==> src/rtl/hit_arbiter.sv <==
// Hit arbiter for a two-tank game.
// Each bullet's overlaps with walls, the opposing tank and the other bullet are collected
// per frame. On the frame_end_i edge they are evaluated, which produces one-cycle
// bullet-collided pulses and drives two independent per-tank life FSMs
// (alive / dead / invulnerable / out). Those FSMs also track lives and scores.
//
// Ports
//   clk_i, reset_ni                    pixel clock, async active-low reset
//   tankN_enable_i, bulletN_enable_i   current pixel inside tank N / bullet N
//   wall_i                             current pixel is a solid wall
//   frame_end_i                        pulse on last active pixel of a frame
//   one_sec_tick_i                     pulse once per second
//   bulletN_collide_o                  one-cycle pulse, cycle after evaluation
//   tankN_die_o                        tank is dead or out
//   tankN_revive_o                     one-cycle revive pulse
//   tankN_lives_o, scoreN_o            remaining lives, kills scored
//   game_over_o, winner_o              a tank is out / index of the survivor
module hit_arbiter #(
  parameter int unsigned LIVES_INIT   = 3,
  parameter int unsigned RESPAWN_SECS = 3,
  parameter int unsigned INVULN_SECS  = 2
) (
  input  logic       clk_i,
  input  logic       reset_ni,
  input  logic       tank0_enable_i,
  input  logic       tank1_enable_i,
  input  logic       bullet0_enable_i,
  input  logic       bullet1_enable_i,
  input  logic       wall_i,
  input  logic       frame_end_i,
  input  logic       one_sec_tick_i,
  output logic       bullet0_collide_o,
  output logic       bullet1_collide_o,
  output logic       tank0_die_o,
  output logic       tank1_die_o,
  output logic       tank0_revive_o,
  output logic       tank1_revive_o,
  output logic [1:0] tank0_lives_o,
  output logic [1:0] tank1_lives_o,
  output logic [3:0] score0_o,
  output logic [3:0] score1_o,
  output logic       game_over_o,
  output logic       winner_o
);

  typedef enum logic [1:0] {StAlive, StDead, StInvuln, StOut} tank_state_e;

  localparam logic [1:0] LivesInit  = 2'(LIVES_INIT);
  localparam logic [3:0] RespawnCnt = 4'(RESPAWN_SECS);
  localparam logic [3:0] InvulnCnt  = 4'(INVULN_SECS);

  // Sticky per-frame overlap flags
  logic b0_wall_q, b1_wall_q, b0_t1_q, b1_t0_q, bb_q;
  logic b0_wall_d, b1_wall_d, b0_t1_d, b1_t0_d, bb_d;

  // Flags including the current pixel, so the frame_end_i pixel itself counts
  logic b0_wall_seen, b1_wall_seen, b0_t1_seen, b1_t0_seen, bb_seen;

  assign b0_wall_seen = b0_wall_q | (bullet0_enable_i & wall_i);
  assign b1_wall_seen = b1_wall_q | (bullet1_enable_i & wall_i);
  assign b0_t1_seen   = b0_t1_q   | (bullet0_enable_i & tank1_enable_i);
  assign b1_t0_seen   = b1_t0_q   | (bullet1_enable_i & tank0_enable_i);
  assign bb_seen      = bb_q      | (bullet0_enable_i & bullet1_enable_i);

  always_comb begin
    b0_wall_d = b0_wall_seen;
    b1_wall_d = b1_wall_seen;
    b0_t1_d   = b0_t1_seen;
    b1_t0_d   = b1_t0_seen;
    bb_d      = bb_seen;
    if (frame_end_i) begin
      b0_wall_d = 1'b0;
      b1_wall_d = 1'b0;
      b0_t1_d   = 1'b0;
      b1_t0_d   = 1'b0;
      bb_d      = 1'b0;
    end
  end

  logic [1:0] collide_d, collide_q;
  logic [1:0] hit;   // hit[i]: tank i was struck by the opposing bullet this frame
  logic [1:0] kill;  // kill[i]: tank i scores a kill on this edge

  assign collide_d[0] = frame_end_i & (b0_wall_seen | b0_t1_seen | bb_seen);
  assign collide_d[1] = frame_end_i & (b1_wall_seen | b1_t0_seen | bb_seen);
  assign hit[0]       = frame_end_i & b1_t0_seen;
  assign hit[1]       = frame_end_i & b0_t1_seen;

  tank_state_e state_q [2];
  tank_state_e state_d [2];
  logic [3:0]  cnt_q   [2];
  logic [3:0]  cnt_d   [2];
  logic [1:0]  lives_q [2];
  logic [1:0]  lives_d [2];
  logic [3:0]  score_q [2];
  logic [3:0]  score_d [2];
  logic [1:0]  revive_q, revive_d;

  // Only a hit on an ALIVE tank is a kill
  assign kill[0] = hit[1] & (state_q[1] == StAlive);
  assign kill[1] = hit[0] & (state_q[0] == StAlive);

  always_comb begin
    for (int i = 0; i < 2; i++) begin
      state_d[i]  = state_q[i];
      cnt_d[i]    = cnt_q[i];
      lives_d[i]  = lives_q[i];
      score_d[i]  = score_q[i];
      revive_d[i] = 1'b0;

      // Loading the counter takes priority, so a coincident tick is dropped
      unique case (state_q[i])
        StAlive: begin
          if (hit[i]) begin
            state_d[i] = StDead;
            cnt_d[i]   = RespawnCnt;
            if (lives_q[i] != 2'd0) lives_d[i] = lives_q[i] - 2'd1;
          end
        end
        StDead: begin
          if (one_sec_tick_i) begin
            if (cnt_q[i] <= 4'd1) begin
              if (lives_q[i] != 2'd0) begin
                state_d[i]  = StInvuln;
                cnt_d[i]    = InvulnCnt;
                revive_d[i] = 1'b1;
              end else begin
                state_d[i] = StOut;
                cnt_d[i]   = 4'd0;
              end
            end else begin
              cnt_d[i] = cnt_q[i] - 4'd1;
            end
          end
        end
        StInvuln: begin
          if (one_sec_tick_i) begin
            if (cnt_q[i] <= 4'd1) begin
              state_d[i] = StAlive;
              cnt_d[i]   = 4'd0;
            end else begin
              cnt_d[i] = cnt_q[i] - 4'd1;
            end
          end
        end
        StOut: begin
          state_d[i] = StOut;
        end
      endcase

      if (kill[i] && (score_q[i] != 4'd15)) score_d[i] = score_q[i] + 4'd1;
    end
  end

  always_ff @(posedge clk_i or negedge reset_ni) begin
    if (!reset_ni) begin
      b0_wall_q <= 1'b0;
      b1_wall_q <= 1'b0;
      b0_t1_q   <= 1'b0;
      b1_t0_q   <= 1'b0;
      bb_q      <= 1'b0;
      collide_q <= 2'b00;
      revive_q  <= 2'b00;
      for (int i = 0; i < 2; i++) begin
        state_q[i] <= StAlive;
        cnt_q[i]   <= 4'd0;
        lives_q[i] <= LivesInit;
        score_q[i] <= 4'd0;
      end
    end else begin
      b0_wall_q <= b0_wall_d;
      b1_wall_q <= b1_wall_d;
      b0_t1_q   <= b0_t1_d;
      b1_t0_q   <= b1_t0_d;
      bb_q      <= bb_d;
      collide_q <= collide_d;
      revive_q  <= revive_d;
      for (int i = 0; i < 2; i++) begin
        state_q[i] <= state_d[i];
        cnt_q[i]   <= cnt_d[i];
        lives_q[i] <= lives_d[i];
        score_q[i] <= score_d[i];
      end
    end
  end

  logic out0, out1;
  assign out0 = (state_q[0] == StOut);
  assign out1 = (state_q[1] == StOut);

  assign bullet0_collide_o = collide_q[0];
  assign bullet1_collide_o = collide_q[1];
  assign tank0_die_o       = (state_q[0] == StDead) | out0;
  assign tank1_die_o       = (state_q[1] == StDead) | out1;
  assign tank0_revive_o    = revive_q[0];
  assign tank1_revive_o    = revive_q[1];
  assign tank0_lives_o     = lives_q[0];
  assign tank1_lives_o     = lives_q[1];
  assign score0_o          = score_q[0];
  assign score1_o          = score_q[1];
  assign game_over_o       = out0 | out1;
  assign winner_o          = out0 & ~out1;

endmodule

==> config.mk <==
export PLATFORM = sky130hd
export DESIGN_NAME = hit_arbiter
export DESIGN_NICKNAME = d
export VERILOG_FILES = /design/src/rtl/hit_arbiter.sv
export SDC_FILE = /design/constraint.sdc
export NUM_CORES = 1
export LEC_CHECK = 0
export ABC_AREA = 1
export CAP_MARGIN = 20
export CORE_MARGIN = 4
export CORE_UTILIZATION = 58
export CTS_CLUSTER_SIZE = 30
export DETAILED_ROUTE_END_ITERATION = 10
export PLACE_DENSITY = 0.85
export SETUP_SLACK_MARGIN = 0.5
export SLEW_MARGIN = 20
export SYNTH_ARGS = -nofsm -noshare
export SYNTH_HDL_FRONTEND = slang
export SYNTH_SLANG_ARGS = --single-unit
==> constraint.sdc <==
create_clock -name clk_i -period 4.22 [get_ports clk_i]
set_input_delay 0.844 -clock clk_i [delete_from_list [all_inputs] [get_ports clk_i]]
set_output_delay 0.844 -clock clk_i [all_outputs]
set_load 0.03 [all_outputs]
==> metrics.md <==
| Metric | Value |
|---|---|
| CTS Hold Bufs | `0` |
| Yosys reg bits | `33` |
| Gr usage total | `20.5%` |
| Warnings from Yosys | `0` |
| CTS tree | `yes` |
| Die area | `about 0.0045 mm²` |
| Critical Path Fanout Max | `4` |
| # rows | `21` |
| Post-route ant nets | `0` |
| Synth-to-Final Area Change | `20.9%` |
| CTS resizes | `0` |
| Gp weighted congestion | `~0.89` |
| Iter 0 DRT Violations | `87` |
| Levels on crit path | `5` |
| Clock network power share | `around an eighth` |
| Sequential share of power | `28.3%` |
| Cell taking the most area after synthesis | `dfrtp_1` |
| CP Data Required Time | `3.38 ns` |
| Switching Fraction | `a little under half` |
| Share of post-route cells with drive strength above 1 | `11.8%` |
| Final Hold Violating Endpoints | `0` |
| Largest net degree at the start of global routing | `34` |
| # diodes | `0` |
| Worst Hold Path Cells | `2` |
| Slew @ Worst Pin | `0.417 ns` |
| Status | `completed` |
| Clk Tree Root Cell | `clkbuf_4` |
| Die Span Y | `~67 µm` |
| Clock latency on the worst-skew pair | `approximately 0.34 ns` |
| WP buf/inv | `3` |
| CTS clock-pin slew for the worst setup and hold paths | `about 0.1 ns` |
| Gr ovfl total | `0` |
| Vias/cell | `approximately 5` |
| Startpoint types | `flop` |
| Setup bufs post-CTS | `0` |
| Slew HR | `72.2%` |
| Clk_skew | `just over 0.008 ns` |
| Int Power | `about 1.0 mW` |
| Cell mode on critical path | `inv_1` |
| Largest family of logic cells by synthesized area | `simple AND/OR/NAND/NOR gates` |
| DRC errors left | `0` |
| Worst stage delay on the critical path | `about 0.7 ns` |
| DR WL/cell | `around 11 µm` |
| Worst Setup Path Type | `flop to output port` |
| Synth unique cells | `26` |
| Logic pwr share | `slightly below 60%` |
| Fmax | `~0.36 GHz` |
| Initial antenna violation count | `0` |
| DR pass1 iterations | `4` |
| Slew Viols, Final | `0` |
| Starting density of the core | `60.2%` |
| XOR/XNOR share of the synthesized area | `3.46%` |
| Vias in the first global route | `1623` |
| Cells after Synth | `252` |
| Final wirelength | `around 3800 µm` |
| R2R depth | `10` |
| Leading post-synthesis cells by cell area | `dfrtp_1 (36%), nand2_1 (12%), ha_1 (11%)` |
| Critical path capture point type | `output port` |
| Pre-CTS setup slack | `about 1.8 ns` |
| Cell family with most CP delay | `buffers and inverters` |
| Crit-path slowest cell | `clkdlybuf4s50_1` |
| Post-Synthesis Cell Area | `just over 0.002 mm²` |
| Adder-cell share of the synthesized area | `around 11%` |
| Net Switching | `918 µW` |
| Dpl hpwl | `approximately 2800 µm` |
| Mux cell area share after synthesis | `0%` |
| Die Wd | `~67 µm` |
| Leak Pwr | `1.26 nW` |
| Period utilization | `between 60% and 70%` |
| Vias post-DR | `approximately 1600` |
| Top-count cell post-synth | `nand2_1` |
| IO buf count | `28` |
| Fin nets | `between 300 and 400` |
| Simple-Gate Fraction of Synth Area | `a little under a third` |
| IO Pins | `29` |
| PwrDens | `between 700 and 800 mW/mm²` |
| Asr flop ratio synth | `100%` |
| Core ar. | `between 0.003 and 0.004 mm²` |
| Maximum root-to-sink buffer count | `2` |
| RSZ-0062 raised after global routing | `false` |
| Post-layout min period | `2.81 ns` |
| Maxcap violations | `0` |
| Post-synth EDFFs | `0` |
| Setup_tns | `0 ns` |
| CP Data Arrival Time | `between 1.5 and 2 ns` |
| Cts bufs inserted | `5` |
| Layout fillers | `a little under 300` |
| Top cells by count, synth | `nand2_1 (63), inv_1 (42), dfrtp_1 (29)` |
| Sequential-to-total area share from yosys stat | `approximately two fifths` |
| Avg Synthesized Cell Area | `~8 µm²` |
| Post-synth top area share | `between 30 and 40%` |
| Primary FF master, synth | `dfrtp_1` |
| Global-route wire length before repair | `slightly below 7000 µm` |
| Critical path cell sequence | `inv_1 > ha_1 > inv_1 > nand2_1 > clkdlybuf4s50_1` |
| Setup ws final | `roughly 1.4 ns` |
| Compound-Gate Fraction of Synth Area | `5.57%` |
| Clock sink count | `33` |
| Final setup fails | `0` |
| HP Class | `flop to flop` |
| Post-Syn Nets | `279` |
| Worst VDD drop | `around 0.50 mV` |
| H-tree levels | `2` |
metrics by stage:
stage,hold WS (ns),total power [mW],area [µm²],util [%],std cells
after floorplan,0.442,1.37,2020,-,252
after global placement,0.458,1.66,2360,70.2,326
after detailed placement,0.464,1.68,2360,70.2,326
after CTS,0.490,1.95,2450,72.7,334
after global routing,0.511,2.13,2450,72.7,334
final,0.489,1.94,2450,72.7,334
area by class of cell:
type	instances	area, µm²	share of cell area, %
flip-flops and latches	33	831	34.0
multi-input cells	173	1020	41.5
repair buffers	29	288	11.8
clock buffers	7	55.1	2.25
inverters	45	169	6.91
clock inverters	1	30.0	1.23
well taps	46	57.6	2.35
worst min-delay path: cells and delay by family (launching register included):
family,cells,cell delay (ns)
flops,1,0.39
simple gates,1,0.05
compound gates,1,0.06
cells in the final DEF (no fill, tap or decap):
cell	count
a21oi_1	5
a31oi_1	2
buf_4	1
bufinv_16	1
clkbuf_1	1
clkbuf_4	5
clkbuf_8	1
clkdlybuf4s50_1	28
clkinv_1	2
dfrtp_1	29
dfstp_2	4
ha_1	18
inv_1	42
inv_2	1
nand2_1	63
nand2_2	13
nand2_4	1
nand3_1	15
nand3_2	1
nand3_4	2
nand3b_1	2
nand4_1	5
nor2_1	20
nor2_2	1
nor2_4	2
o211ai_1	2
o21ai_0	4
o21ai_1	8
or2_4	1
xnor2_1	6
xor2_1	2
final timing paths:
check | start | end | slack, ns
setup / recovery | state_q[3] | tank0_die_o | 1.41
hold / removal | tank1_lives_o[1] | tank1_lives_o[1] | 0.49
setup reg to reg | cnt_q[0] | state_q[1] | 2.74
hold reg to reg | tank1_lives_o[1] | tank1_lives_o[1] | 0.49
max in group asynchronous | reset_ni | tank1_lives_o[1] | 2.99
min in group asynchronous | reset_ni | cnt_q[0] | 0.89
power groups by stage:
stage	Sequential, mW	Combinational (mW)	Clock (mW)
5_1_grt	0.567	1.28	0.274
2_1_floorplan	0.649	0.718	0
6_report	0.550	1.14	0.254
3_3_place_gp	0.550	1.11	0
3_5_place_dp	0.553	1.13	0
4_1_cts	0.549	1.14	0.261
logic make-up after synthesis:
family,count (synthesis)
simple gates,126
buf+inv,46
xor+xnor,8
flops,33
compound gates,21
fa+ha+maj,18
flip-flops by register name, indices dropped and copies added (netlist names):
signal / flops
bb_q: 1
score0_o: 4
b0_t1_q: 1
cnt_q: 8
b1_wall_q: 1
revive_q: 2
b0_wall_q: 1
state_q: 4
tank0_lives_o: 2
tank1_lives_o: 2
collide_q: 2
score1_o: 4
b1_t0_q: 1
metal layers:
layer  vias up  share of wire [%]  GRT usage, %
li1        851                  -             -
met1       735                 47          25.9
met2        41                 46          32.8
met3        10                4.4          5.23
met4         0                2.4          8.86
met5         -                  0             0
No activity file was read; power rests on OpenSTA's default activity.
